===== src/rtl/expr_eval_if.sv =====
`default_nettype none
// ============================================================================
//  Module      : expr_eval_if
//  Description : Character-stream bus for the expression evaluator.
//                master drives one ASCII character per valid cycle;
//                slave (the evaluator) returns the recogniser status.
//  Signals     : valid  - ch carries a character this cycle
//                ch     - ASCII character
//                out    - prefix so far is a complete legal expression
//                err    - sticky syntax error
//                value  - expression value (mod 2^W) while out=1, else 0
//                s      - state code: 0 OPND, 1 NUM, 2 CLOSE, 3 ERR
//                depth  - current open-parenthesis count
//  Revision    : 1.0 - initial release
// ============================================================================
interface expr_eval_if #(
   parameter int W     = 16,
   parameter int DEPTH = 4
);
   localparam int DW = $clog2(DEPTH + 1);

   logic          valid;
   logic [7:0]    ch;
   logic          out;
   logic          err;
   logic [W-1:0]  value;
   logic [1:0]    s;
   logic [DW-1:0] depth;

   modport master (
      output valid, ch,
      input  out, err, value, s, depth
   );

   modport slave (
      input  valid, ch,
      output out, err, value, s, depth
   );
endinterface
`default_nettype wire


===== src/rtl/expr_eval.sv =====
`default_nettype none
// ============================================================================
//  Module      : expr_eval
//  Description : Streaming ASCII expression recogniser/evaluator. Accepts
//                multi-digit decimal numbers, '+' and '*' with standard
//                precedence and (optionally) nested parentheses, one
//                character per valid cycle, and reports whether the prefix
//                seen so far is a complete expression together with its
//                value modulo 2^W.
//  Ports       : clk_i  - clock, all state changes on the rising edge
//                clr_ni - synchronous active-low clear
//                bus    - expr_eval_if.slave (valid/ch in; out, err,
//                         value, s, depth out)
//  Parameters  : W      - value/accumulator width (arithmetic mod 2^W)
//                DEPTH  - maximum parenthesis nesting depth (>=1)
//  Macro       : EXPR_PAREN_EN - when defined, builds the parenthesis
//                stack; when undefined '(' and ')' are illegal and depth
//                reads 0.
//  Revision    : 1.0 - initial release
// ============================================================================
module expr_eval #(
   parameter int W     = 16,
   parameter int DEPTH = 4
) (
   input  logic       clk_i,
   input  logic       clr_ni,
   expr_eval_if.slave bus
);

   if (DEPTH < 1) begin : g_bad_depth
      $error("expr_eval: DEPTH must be at least 1");
   end
   if (W < 4) begin : g_bad_width
      $error("expr_eval: W must be at least 4");
   end

   typedef enum logic [1:0] {
      S_OPND  = 2'd0,
      S_NUM   = 2'd1,
      S_CLOSE = 2'd2,
      S_ERR   = 2'd3
   } state_t;

   localparam logic [7:0] C_LPAR = 8'h28;
   localparam logic [7:0] C_RPAR = 8'h29;
   localparam logic [7:0] C_MUL  = 8'h2A;
   localparam logic [7:0] C_ADD  = 8'h2B;

   state_t       state_q;
   // sum_q holds the finished terms, prod_q the running product of the
   // current term, cur_q the operand being assembled.
   logic [W-1:0] sum_q;
   logic [W-1:0] prod_q;
   logic [W-1:0] cur_q;

   logic         w_is_digit;
   logic [W-1:0] w_digit;
   logic [W-1:0] w_cur_x10;
   logic [W-1:0] w_prod_cur;
   logic [W-1:0] w_total;
   logic         w_depth_zero;
   logic         w_out;

   // '0'..'9' are 0x30..0x39, so the low nibble is the digit value.
   assign w_is_digit = (bus.ch >= 8'h30) && (bus.ch <= 8'h39);
   assign w_digit    = W'(bus.ch[3:0]);
   assign w_cur_x10  = (cur_q * W'(10)) + w_digit;
   assign w_prod_cur = prod_q * cur_q;
   // Value of the innermost open level if the current operand ended now.
   assign w_total    = sum_q + w_prod_cur;

`ifdef EXPR_PAREN_EN
   localparam int DW = $clog2(DEPTH + 1);
   localparam int IW = (DEPTH > 1) ? $clog2(DEPTH) : 1;

   logic [W-1:0]  stk_sum_q  [DEPTH];
   logic [W-1:0]  stk_prod_q [DEPTH];
   logic [DW-1:0] depth_q;
   logic [IW-1:0] w_push_idx;
   logic [IW-1:0] w_pop_idx;
   logic          w_stk_full;

   // The stack grows upward: entry depth_q is the next free slot and
   // depth_q-1 is the level a ')' returns to.
   assign w_push_idx   = IW'(depth_q);
   assign w_pop_idx    = IW'(depth_q - DW'(1));
   assign w_stk_full   = (depth_q == DW'(DEPTH));
   assign w_depth_zero = (depth_q == '0);
   assign bus.depth    = depth_q;
`else
   assign w_depth_zero = 1'b1;
   assign bus.depth    = '0;
`endif

   always_ff @(posedge clk_i) begin
      if (!clr_ni) begin
         // Clearing depth alone empties the stack; the entries need no reset.
         state_q <= S_OPND;
         sum_q   <= '0;
         prod_q  <= W'(1);
         cur_q   <= '0;
`ifdef EXPR_PAREN_EN
         depth_q <= '0;
`endif
      end else if (bus.valid) begin
         unique case (state_q)
            S_OPND: begin
               if (w_is_digit) begin
                  cur_q   <= w_digit;
                  state_q <= S_NUM;
               end
`ifdef EXPR_PAREN_EN
               else if (bus.ch == C_LPAR) begin
                  if (w_stk_full) begin
                     state_q <= S_ERR;
                  end else begin
                     stk_sum_q[w_push_idx]  <= sum_q;
                     stk_prod_q[w_push_idx] <= prod_q;
                     sum_q   <= '0;
                     prod_q  <= W'(1);
                     cur_q   <= '0;
                     depth_q <= depth_q + DW'(1);
                  end
               end
`endif
               else begin
                  state_q <= S_ERR;
               end
            end

            S_NUM, S_CLOSE: begin
               if (w_is_digit) begin
                  // A digit straight after ')' has no operator joining it.
                  if (state_q == S_NUM) cur_q   <= w_cur_x10;
                  else                  state_q <= S_ERR;
               end else if (bus.ch == C_MUL) begin
                  prod_q  <= w_prod_cur;
                  cur_q   <= '0;
                  state_q <= S_OPND;
               end else if (bus.ch == C_ADD) begin
                  sum_q   <= w_total;
                  prod_q  <= W'(1);
                  cur_q   <= '0;
                  state_q <= S_OPND;
               end
`ifdef EXPR_PAREN_EN
               else if (bus.ch == C_RPAR) begin
                  if (w_depth_zero) begin
                     state_q <= S_ERR;
                  end else begin
                     // The closed group becomes the operand of the outer level.
                     cur_q   <= w_total;
                     sum_q   <= stk_sum_q[w_pop_idx];
                     prod_q  <= stk_prod_q[w_pop_idx];
                     depth_q <= depth_q - DW'(1);
                     state_q <= S_CLOSE;
                  end
               end
`endif
               else begin
                  state_q <= S_ERR;
               end
            end

            default: begin
               // S_ERR is absorbing until clr_ni falls.
            end
         endcase
      end
   end

   assign w_out     = ((state_q == S_NUM) || (state_q == S_CLOSE)) && w_depth_zero;
   assign bus.out   = w_out;
   assign bus.err   = (state_q == S_ERR);
   assign bus.value = w_out ? w_total : '0;
   assign bus.s     = state_q;

endmodule
`default_nettype wire


===== src/flat_wrapper.sv =====
// flat-port wrapper written by rule: the top's interface ports become plain ports
module expr_eval_flat 
#(
   parameter int W     = 16,
   parameter int DEPTH = 4
)
  (clk_i, clr_ni, bus_valid, bus_ch, bus_out, bus_err, bus_value, bus_s, bus_depth);
  expr_eval_if #(.W(W), .DEPTH(DEPTH)) bus_i ();
  input  logic clk_i;
  input  logic clr_ni;
  input wire logic [$bits(bus_i.valid)-1:0] bus_valid;
  input wire logic [$bits(bus_i.ch)-1:0] bus_ch;
  output wire logic [$bits(bus_i.out)-1:0] bus_out;
  output wire logic [$bits(bus_i.err)-1:0] bus_err;
  output wire logic [$bits(bus_i.value)-1:0] bus_value;
  output wire logic [$bits(bus_i.s)-1:0] bus_s;
  output wire logic [$bits(bus_i.depth)-1:0] bus_depth;
  assign bus_i.valid = bus_valid;
  assign bus_i.ch = bus_ch;
  assign bus_out = bus_i.out;
  assign bus_err = bus_i.err;
  assign bus_value = bus_i.value;
  assign bus_s = bus_i.s;
  assign bus_depth = bus_i.depth;
  expr_eval #(.W(W), .DEPTH(DEPTH)) u_core (.clk_i(clk_i), .clr_ni(clr_ni), .bus(bus_i));
endmodule

===== config.mk =====
export PLATFORM = sky130hd
export DESIGN_NAME = expr_eval_flat
export DESIGN_NICKNAME = d
export VERILOG_FILES = /design/src/rtl/expr_eval_if.sv /design/src/rtl/expr_eval.sv /design/src/flat_wrapper.sv
export SDC_FILE = /design/constraint.sdc
export NUM_CORES = 1
export LEC_CHECK = 0
export CAP_MARGIN = 20
export CORE_MARGIN = 2
export CORE_UTILIZATION = 55
export CTS_BUF_LIST = sky130_fd_sc_hd__clkbuf_4 sky130_fd_sc_hd__clkbuf_8
export CTS_CLUSTER_SIZE = 24
export DETAILED_ROUTE_END_ITERATION = 6
export PLACE_DENSITY = 0.73
export SYNTH_ARGS = -nofsm -noshare
export SYNTH_HDL_FRONTEND = slang
export SYNTH_SLANG_ARGS = --single-unit

===== constraint.sdc =====
create_clock -name clk_i -period 10.9 [get_ports clk_i]
set_clock_uncertainty 0.1 [all_clocks]
set_input_delay 2.18 -clock clk_i [delete_from_list [all_inputs] [get_ports clk_i]]
set_output_delay 2.18 -clock clk_i [all_outputs]
set_load 0.01 [all_outputs]

==> impl_metrics.tcl <==
set metrics [dict create \
    p_leak_uw 0.003948 \
    drive_gt1_share_pct 1.844 \
    hold_violations 0 \
    met2_usage_pct 38.51 \
    ys_seq_area_share_pct 12.98 \
    crit_path_end_kind "output pin" \
    start_util_pct 56.00 \
    route.detailed.drc 0 \
    fillers 1266 \
    place.gp.congestion 0.8351 \
    ys.flop_type "dfxtp_1" \
    design_area_um2 8238 \
    io-pin-count 34 \
    fp.dieW_um 122.4 \
    cts_resized 0 \
    synth-seq-cells 50 \
    grt_first_pass_wirelength_um 28610 \
    track_usage_pct 23.84 \
    min_period_ns 9.910 \
    synth-async-reset-ratio_pct 0 \
    place_hpwl_um 13380 \
    cts_buffer_depth 2 \
    final_nets 1110 \
    diodes 0 \
    cp-startpoint "u_core.cur_q[3]" \
    vias_per_cell 5.345 \
    slowest_delay_ns 0.73 \
    hold_buffers 0 \
    area_growth_pct 6.814 \
    grt_pass1_vias 5821 \
    clk_latency_ns 0.31 \
    grt-ovfl-total 0 \
    vias 5890 \
    critical_path.cell_chain "nand2_1 > fa_1 > fa_1 > fa_1 > fa_1 > inv_1 > fa_1 > inv_1 > fa_1 > inv_1 > ha_1 > nand2_1 > o31ai_1 > xor2_1 > ha_1 > a21oi_1 > nor2b_1 > o21ai_0 > nand2b_1 > o22ai_1 > xnor2_1 > xnor2_1 > and2_1 > clkdlybuf4s50_1" \
    critPathTopFamily "adder cells" \
    postSynthAreaPerCell_um2 8.438 \
    use_met1_pct 34.38 \
    ys_types 48 \
    wl_per_cell_um 15.40 \
    rsz0062_at_grt "false" \
    grt_max_degree 53 \
    ys_warn_count 0 \
    holdCritPathClass "reg -> reg" \
    finalSetupViolCount 0 \
    drt_first_pass_iters 4 \
    cts_setup_buffers 0 \
    ant_nets 0 \
    maxSlewViolCount 0 \
    cts_buffers 5 \
    coreArea_um2 13770 \
    clk_pin_slew_worst_paths_ns 0.09 \
    routed_wl_um 16970 \
    status "finished clean" \
    cts-root-buf "clkbuf_8" \
    max_freq_ghz 0.1009 \
    cellPowerDensity_nw_per_um2 42.41 \
    final_core_util_pct 59.81 \
    netlist_area_um2 7712 \
    critPathLaunchType "flip-flop" \
    crit_buf_inv 4 \
    die_y_um 122.4 \
    h-tree-depth 2 \
    synth_edf_count 0 \
    maxSlewHeadroom_pct 47.40 \
    timing.final.crit_share_pct 90.91 \
    tightest_slew_ns 0.7829 \
    cp_data_required_time_ns 8.62 \
    numPortBuffers 30 \
    cp_max_fo 16 \
    regToRegStartpoint "u_core.cur_q[3]" \
    drt_iter0_markers 244 \
    cts_num_sinks 50 \
    peakVddDrop_mv 0.06172 \
    dpl_cell_area_um2 8124 \
    antenna_found_initial 0 \
    critPathMostFrequentCell "fa_1" \
    use_met3_pct 2.184 \
    regArea_um2 1001 \
    critical_path_class "reg -> out" \
    max-cap-violations 0 \
    cts_tree "built" \
    rows 43 \
    multi_input_area_um2 6091 \
    crit_slowest_cell "dfxtp_1" \
    netlist_instances 914 \
    hp-start "u_core.cur_q[15]" \
    dieArea_um2 14990 \
    final.setup.tns_ns 0 \
    grt-busiest-layer "met2" \
    worstPathArrival_ns 7.63 \
]
[power by group]
part / switching [uW] / internal, uW / total [uW] / leakage [uW]
Sequential: 1.21 / 183 / 184 / 0.000403
Clock: 64.8 / 73.8 / 139 / 0.0000593
Combinational: 14.1 / 12.3 / 26.3 / 0.00349
Total: 80.1 / 269 / 349 / 0.00395
[cells by family (layout without fill, tap and decap cells)]
kind of cell	after synthesis	in the layout	synth area share [%]
AO/OA/AOI/OAI	136	136	11.94
XOR/XNOR	76	76	8.809
adder cells (fa/ha/maj)	178	178	36.96
buffers and inverters	163	169	8.144
flip-flops	50	50	12.98
multiplexers	2	2	0.2596
other	1	3	0.04862
AND/OR/NAND/NOR	308	308	20.86
[area by class of cell]
| type | instances | area share, % |
|---|---|---|
| timing repair buffer | 34 | 4.010 |
| clock buffer | 7 | 1.018 |
| multi-input combinational | 703 | 73.94 |
| inverter | 127 | 5.787 |
| sequential | 50 | 12.15 |
| clock inverter | 1 | 0.3645 |
| tap | 180 | 2.734 |
[state kept, by name, summed over array words and instances (netlist names)]
name and cells:
u_core.cur_q 16, u_core.sum_q 16, u_core.bus.s 2, u_core.prod_q 16
[layer usage]
metal	wire, um	share of wire, %	vias up
met1	8207	48	2816
met2	7839	46	121
met4	339	2.0	0
met5	0	0	-
li1	-	-	2932
met3	586	3.5	21
[worst paths after layout]
kind                      end  slack (ns)  cells after the start
max reg2reg  u_core.sum_q[15]        3.90                     24
min          u_core.cur_q[15]        0.37                      2
max             bus_value[15]        0.99                     24
min reg2reg  u_core.cur_q[15]        0.37                      2
[worst min-delay path, stage by stage, from the launching register on]
cell     delay [ns]
dfxtp_1        0.32
nand3_1        0.06
o21ai_1        0.05
[synthesized netlist by cell type (4+ instances only)]
master / number / share of area (%)
and2_1: 96 / 7.8
o21ai_0: 26 / 1.7
nor2_1: 25 / 1.2
a21oi_1: 26 / 1.7
nand2b_1: 10 / 0.81
ha_1: 95 / 15
xnor2_1: 48 / 5.5
inv_1: 127 / 6.2
nand3_1: 14 / 0.91
o22ai_1: 5 / 0.41
xor2_1: 27 / 3.1
fa_1: 83 / 22
clkbuf_1: 29 / 1.4
nand4_1: 4 / 0.32
a21boi_0: 14 / 1.4
a21o_1: 16 / 1.6
o21bai_1: 4 / 0.39
nand2_1: 106 / 5.2
a22oi_1: 21 / 2.0
nor2b_1: 38 / 3.1
dfxtp_1: 50 / 13
[cell usage in the layout (no fill, tap or decap), types with 2 or more instances in the layout]
cell,n
conb_1,3
nor4_2,2
nand2b_1,10
fa_1,83
inv_1,127
clkbuf_4,2
a211oi_1,3
clkdlybuf4s50_1,30
ha_1,95
or3_1,2
o21ai_0,26
o2bb2ai_1,2
nor2b_1,38
dfxtp_1,50
and3b_1,3
nor3b_1,2
and2_1,96
o21bai_1,4
o21ai_1,2
a21boi_0,14
mux2i_1,2
a21o_1,16
nand2_1,106
o21a_1,3
clkbuf_8,5
buf_4,4
nand4_1,4
o22ai_1,5
xnor2_1,48
nor2_1,25
a31oi_1,2
xor2_1,27
o211a_1,3
a21oi_1,26
a22oi_1,21
o31ai_1,3
nor3_1,3
nand3_1,14
[per-stage QoR]
step,setup slack (ns),instances,total power (uW),hold WS (ns)
after floorplan,2.423,916,204.7,0.3369
after global placement,1.443,1094,214.9,0.3535
after detailed placement,1.379,1094,215.0,0.3552
after CTS,1.006,1102,352.6,0.3680
after global routing,0.4708,1102,362.2,0.4009
final,0.9905,1102,349.4,0.3666
No activity file was read; power rests on OpenSTA's default activity.
